**src/rtl/bit_destuffing.sv**
```systemverilog
// bit_destuffing: CAN receive-side bit destuffer with stuff-error detection.
// Ports: clk/rst (async, active-high); sample_point/rx_bit carry one sampled bit;
// frame_start marks SOF; destuff_en marks the stuffed region (SOF..CRC);
// data_out/data_out_valid carry payload bits; stuff_dropped/stuff_error are
// one-clk pulses; err_hold stays high from a stuff error until the next frame_start.
// All outputs are registered and respond exactly one clk after sample_point.
module bit_destuffing #(
  parameter int STUFF_LEN = 5,
  parameter int CNT_W     = 3
) (
  input  logic clk,
  input  logic rst,
  input  logic sample_point,
  input  logic rx_bit,
  input  logic frame_start,
  input  logic destuff_en,
  output logic data_out,
  output logic data_out_valid,
  output logic stuff_dropped,
  output logic stuff_error,
  output logic err_hold
);

  typedef enum logic [1:0] {IDLE, COUNT, EXPECT_STUFF, ERROR} state_t;

  localparam logic [CNT_W-1:0] LEN_C = CNT_W'(STUFF_LEN);
  localparam logic [CNT_W-1:0] ONE_C = CNT_W'(1);

  state_t           state;
  logic [CNT_W-1:0] cnt;
  logic             last_bit;
  logic [CNT_W-1:0] cnt_next;

  // Run length including the current bit. In COUNT the counter stays below
  // LEN_C, so the increment can never pass STUFF_LEN or wrap.
  always_comb begin
    cnt_next = ONE_C;
    if (rx_bit == last_bit) cnt_next = cnt + ONE_C;
  end

  always_ff @(posedge clk or posedge rst) begin
    if (rst) begin
      state          <= IDLE;
      cnt            <= '0;
      last_bit       <= 1'b1;
      data_out       <= 1'b1;
      data_out_valid <= 1'b0;
      stuff_dropped  <= 1'b0;
      stuff_error    <= 1'b0;
      err_hold       <= 1'b0;
    end else begin
      // Pulses are only ever high on the cycle after a sample_point.
      data_out_valid <= 1'b0;
      stuff_dropped  <= 1'b0;
      stuff_error    <= 1'b0;
      if (sample_point) begin
        if (frame_start) begin
          // SOF restarts tracking from any state, including ERROR.
          data_out       <= rx_bit;
          data_out_valid <= 1'b1;
          last_bit       <= rx_bit;
          cnt            <= ONE_C;
          err_hold       <= 1'b0;
          state          <= destuff_en ? COUNT : IDLE;
        end else begin
          case (state)
            IDLE: begin
              data_out       <= rx_bit;
              data_out_valid <= 1'b1;
              last_bit       <= rx_bit;
              cnt            <= ONE_C;
              if (destuff_en) state <= COUNT;
            end
            COUNT: begin
              data_out       <= rx_bit;
              data_out_valid <= 1'b1;
              last_bit       <= rx_bit;
              if (destuff_en) begin
                cnt <= cnt_next;
                if (cnt_next == LEN_C) state <= EXPECT_STUFF;
              end else begin
                cnt   <= ONE_C;
                state <= IDLE;
              end
            end
            EXPECT_STUFF: begin
              // Evaluated regardless of destuff_en: a stuff bit following the
              // last CRC bit must still be removed.
              if (rx_bit != last_bit) begin
                stuff_dropped <= 1'b1;
                last_bit      <= rx_bit;
                cnt           <= ONE_C;
                state         <= destuff_en ? COUNT : IDLE;
              end else begin
                stuff_error <= 1'b1;
                err_hold    <= 1'b1;
                state       <= ERROR;
              end
            end
            default: begin
              // ERROR: ignore samples until frame_start or rst.
            end
          endcase
        end
      end
    end
  end

endmodule

```
**config.mk**
```make
export PLATFORM = sky130hd
export DESIGN_NAME = bit_destuffing
export DESIGN_NICKNAME = d
export VERILOG_FILES = /design/src/rtl/bit_destuffing.sv
export SDC_FILE = /design/constraint.sdc
export NUM_CORES = 1
export LEC_CHECK = 0
export CAP_MARGIN = 20
export CORE_MARGIN = 1.5
export CORE_UTILIZATION = 44
export CTS_CLUSTER_SIZE = 24
export DETAILED_ROUTE_END_ITERATION = 12
export PLACE_DENSITY = 0.71
export REMOVE_ABC_BUFFERS = 1
export SYNTH_ARGS = -nofsm -noshare
export SYNTH_HDL_FRONTEND = slang
export SYNTH_SLANG_ARGS = --single-unit
```
**constraint.sdc**
```tcl
create_clock -name clk -period 2.1 [get_ports clk]
set_clock_uncertainty 0.05 [all_clocks]
set_input_delay 0.315 -clock clk [delete_from_list [all_inputs] [get_ports clk]]
set_output_delay 0.315 -clock clk [all_outputs]
set_load 0.01 [all_outputs]
```
==> results by stage <==
Flow run:
- Max-cap violations in this run came to 0.

Drt:
- After detailed routing, the number of remaining DRC violations is 0.
- For this block, the via count after detailed routing is 500.
- The routed length per placed instance is 12.8 um.
- After detailed routing, the number of vias per cell comes to 5.49.
- The number of nets with antenna violations after routing is 0.
- For this block, the initial DRC count from the detailed router was 14.
- The sum of routed wire length over all layers is 1.17 mm.
- The pre-antenna-repair detailed-routing pass consisted of 6 iterations.

Logic synthesis:
- The most common cell in the netlist is dfrtp_1.
- The share of flip-flops with an asynchronous set or reset after synthesis is 100%.
- The synthesized design contains 0 enable-type register cells.
- The mean area per synthesized cell is between 10 and 15 um^2.
- The post-synthesis sequential area ratio is about 45%.
- The library cell occupying the most area in the post-synthesis netlist is dfrtp_1.
- Yosys printed 0 warnings.
- Summed over its instances, the top area cell type makes up 36.3% of the synthesized netlist area.
- The combined area of all synthesized cells is about 620 um^2.
- Synthesis produced 59 cells.
- The synthesized netlist contains 29 unique library cells.
- Among all flip-flop cells after synthesis, the most frequent one is dfrtp_1.
- By area the synthesized netlist is led by dfrtp_1, dfstp_2, ha_1.
- In the synthesized netlist, the cells that appear most often are dfrtp_1, inv_1, ha_1, nand2_1, a21oi_1.
- In this run, synthesis produced a sequential element count of 11.

Final layout:
- The layout overhead on the synthesized area is 27.4%.
- The number of nets at the end of the flow is 87.
- Cells fill slightly above 60% of the core in the end.
- The number of antenna diodes is 0.
- The ratio of cells with drive above 1 in the final layout is between 10% and 20%.
- The finished layout holds about 90 standard cells, fillers aside.

Setup path:
- STA classifies the critical path startpoint as a flip-flop.
- The top cell family by delay on the critical path is simple AND/OR/NAND/NOR gates.
- The kind of capture point of the worst setup path is a flip-flop.
- Walking the worst path, the cells encountered are inv_1 -> ha_1 -> or4_4 -> o311ai_2 -> o21ba_2 -> mux2_4.
- At the worst endpoint, the arrival time is 2.10 ns.
- Of all nets on the critical path, the largest fanout is 3.
- Together, buffers and inverters on the worst path number 1.
- The number of logic stages on the critical path including buffering is 6.
- On the worst path, the slowest cell contributes a delay of between 0.5 and 0.6 ns.
- The count of cells along the worst register-to-register path is 6.
- The worst setup path category is reg2reg.
- The cell with the biggest individual delay on the critical path is or4_4.
- The required time of the critical path is 2.20 ns.

Pwr:
- The maximum ir drop on the vdd rail is a little over 400 uV.
- In this run the power density over the cells is around 760 nW/um^2.
- The analysis attributes to cell leakage a power of 0.338 nW.
- The design draws 0.602 mW.

GRT:
- The global-route usage over all layers is 17.3%.
- Entering global routing, the biggest net connects 12 pins.
- The wire length of the first global-routing pass is 1.78 mm.
- The via count of the first global-routing pass is 413.
- The global route total overflow is 0.
- The number of antenna violations at the first check in global routing is 0.

Clock network:
- The CTS buffer count is 3.
- In this run, post-CTS repair resized a total of 0 instances.
- TritonCTS built the clock tree.
- The hold buffer count at CTS is 0.
- The number of buffers inserted by post-CTS setup repair is 0.
- The number of sinks on the clock net is 11.
- No sink is reached through more buffers than the 2 on the longest clock path.
- The clock network latency to the later pin of the worst-skew pair is between 0.2 and 0.3 ns.
- The cell chosen for the clock root is clkbuf_4.
- CTS built an H-tree with a depth of 1.
- The clock transition at the register clock pins on the worst setup and hold paths after CTS is 0.07 ns.

Floorplan:
- The effective utilization at floorplan is 47.7%.
- The height of the chip is 40.6 um.
- The number of placement rows is 13.
- Pin placement for this block handled 11 I/O pins.
- The area enclosed by the die boundary is 1640 um^2.
- The horizontal extent of the die is between 40 and 50 um.
- The area of the core is 1300 um^2.

Run status:
- The run finished with clean final reports.

STA:
- Summed over all failing endpoints, the final setup total negative slack is 0 ns.
- For the pin with the worst max-slew slack, the measured transition is 0.421 ns.
- The hold violation count in the final report is 0.
- Setup violations remaining at the end of the flow were counted as 0.
- The post-layout minimum cycle time is 2.00 ns.
- Setup repair after global routing left no endpoint under its margin.
- The final-report max-slew violation count was 0.
- Dividing the final minimum period by the clock period gives 95.1%.
- The timing-limited maximum frequency is 0.501 GHz.
- The setup slack after layout is roughly 0.10 ns.
- The worst-case headroom to the max-slew limit is 71.9%.

Placed design:
- The final estimated routing congestion in global placement is ~0.8.
- The HPWL after detailed placement is 906 um.
- The total of buffers placed on input and output ports is 10.
- OpenSTA, run right after detailed placement, puts the worst setup slack at 0.0467 ns.
- The number of placed instances, taps included, is 87.

Hold path:
- The worst hold path belongs to the class in2async.
==> final timing paths <==
kind	from	end	slack, ns
setup / recovery	state[0]$_DFFE_PP0P_	state[0]$_DFFE_PP0P_	0.10
hold / removal	rst	err_hold$_DFFE_PP0P_	0.30
setup reg to reg	state[0]$_DFFE_PP0P_	state[0]$_DFFE_PP0P_	0.10
hold reg to reg	err_hold$_DFFE_PP0P_	err_hold$_DFFE_PP0P_	0.48
max in group asynchronous	rst	last_bit$_DFFE_PP1P_	1.38
min in group clk	err_hold$_DFFE_PP0P_	err_hold$_DFFE_PP0P_	0.48
==> cells in the final DEF (no fill, tap or decap), drive strengths merged, types with 2 or more instances in the layout <==
master,netlist,layout
nor3,2,2
nand3,2,2
dfstp,2,2
clkbuf,0,4
nand2,4,4
inv,7,7
nor4,2,2
dfrtp,9,9
clkdlybuf4s50,0,10
buf,1,4
a21oi,3,3
xnor2,2,2
nor2,2,2
o21ai,2,2
mux2,3,3
ha,4,4
==> state kept, by name, indices dropped and copies added (netlist names) <==
signal          count
cnt                 3
data_out            1
data_out_valid      1
err_hold            1
last_bit            1
state               2
stuff_dropped       1
stuff_error         1
==> layout make-up <==
type / instances / area [um^2]
clock buffer: 4 / 26.3
fill: 119 / 510
inverter: 8 / 30.0
multi-input combinational: 39 / 308
sequential: 11 / 278
tap: 15 / 18.8
timing repair buffer: 14 / 130
==> worst reg2reg max path: cells and delay by family, from the launching register on <==
| kind | cells | cell delay, ns |
|---|---|---|
| adders and majority gates | 1 | 0.21 |
| AOI/OAI and AO/OA | 2 | 0.32 |
| and+or+nand+nor | 1 | 0.54 |
| DFF | 1 | 0.39 |
| muxes | 1 | 0.29 |
| buffers and inverters | 1 | 0.08 |
==> where the power goes <==
part | leakage, nW | total (mW) | switching [mW] | internal, mW
Clock | 0.0150 | 0.145 | 0.0718 | 0.0733
Combinational | 0.186 | 0.201 | 0.0987 | 0.102
Sequential | 0.137 | 0.256 | 0.0194 | 0.236
Total | 0.338 | 0.602 | 0.190 | 0.412
==> logic make-up (layout without fill, tap and decap cells) <==
logic type / Yosys count / after routing / synth area share, %
AO/OA/AOI/OAI: 14 / 14 / 18.3
XOR/XNOR: 3 / 3 / 4.23
adder cells (fa/ha/maj): 4 / 4 / 8.06
buffers and inverters: 9 / 26 / 5.64
flip-flops: 11 / 11 / 44.8
multiplexers: 3 / 3 / 6.05
AND/OR/NAND/NOR: 15 / 15 / 12.9
==> through the flow <==
step / hold slack [ns] / area, um^2
floorplan: 0.116 / 616
global placement: 0.457 / 764
detailed placement: 0.466 / 764
CTS: 0.311 / 791
global route: 0.321 / 791
finish: 0.296 / 791
==> metal layers <==
metal / part of all wire [%] / vias to the layer above / global-route usage [%]
li1: - / 251 / -
met5: 0 / - / 0
met3: 5.2 / 2 / 5.00
met2: 46 / 17 / 24.6
met1: 49 / 230 / 23.8
met4: 0.51 / 0 / 7.50
Note: power is estimated with default switching activity, not from simulation.
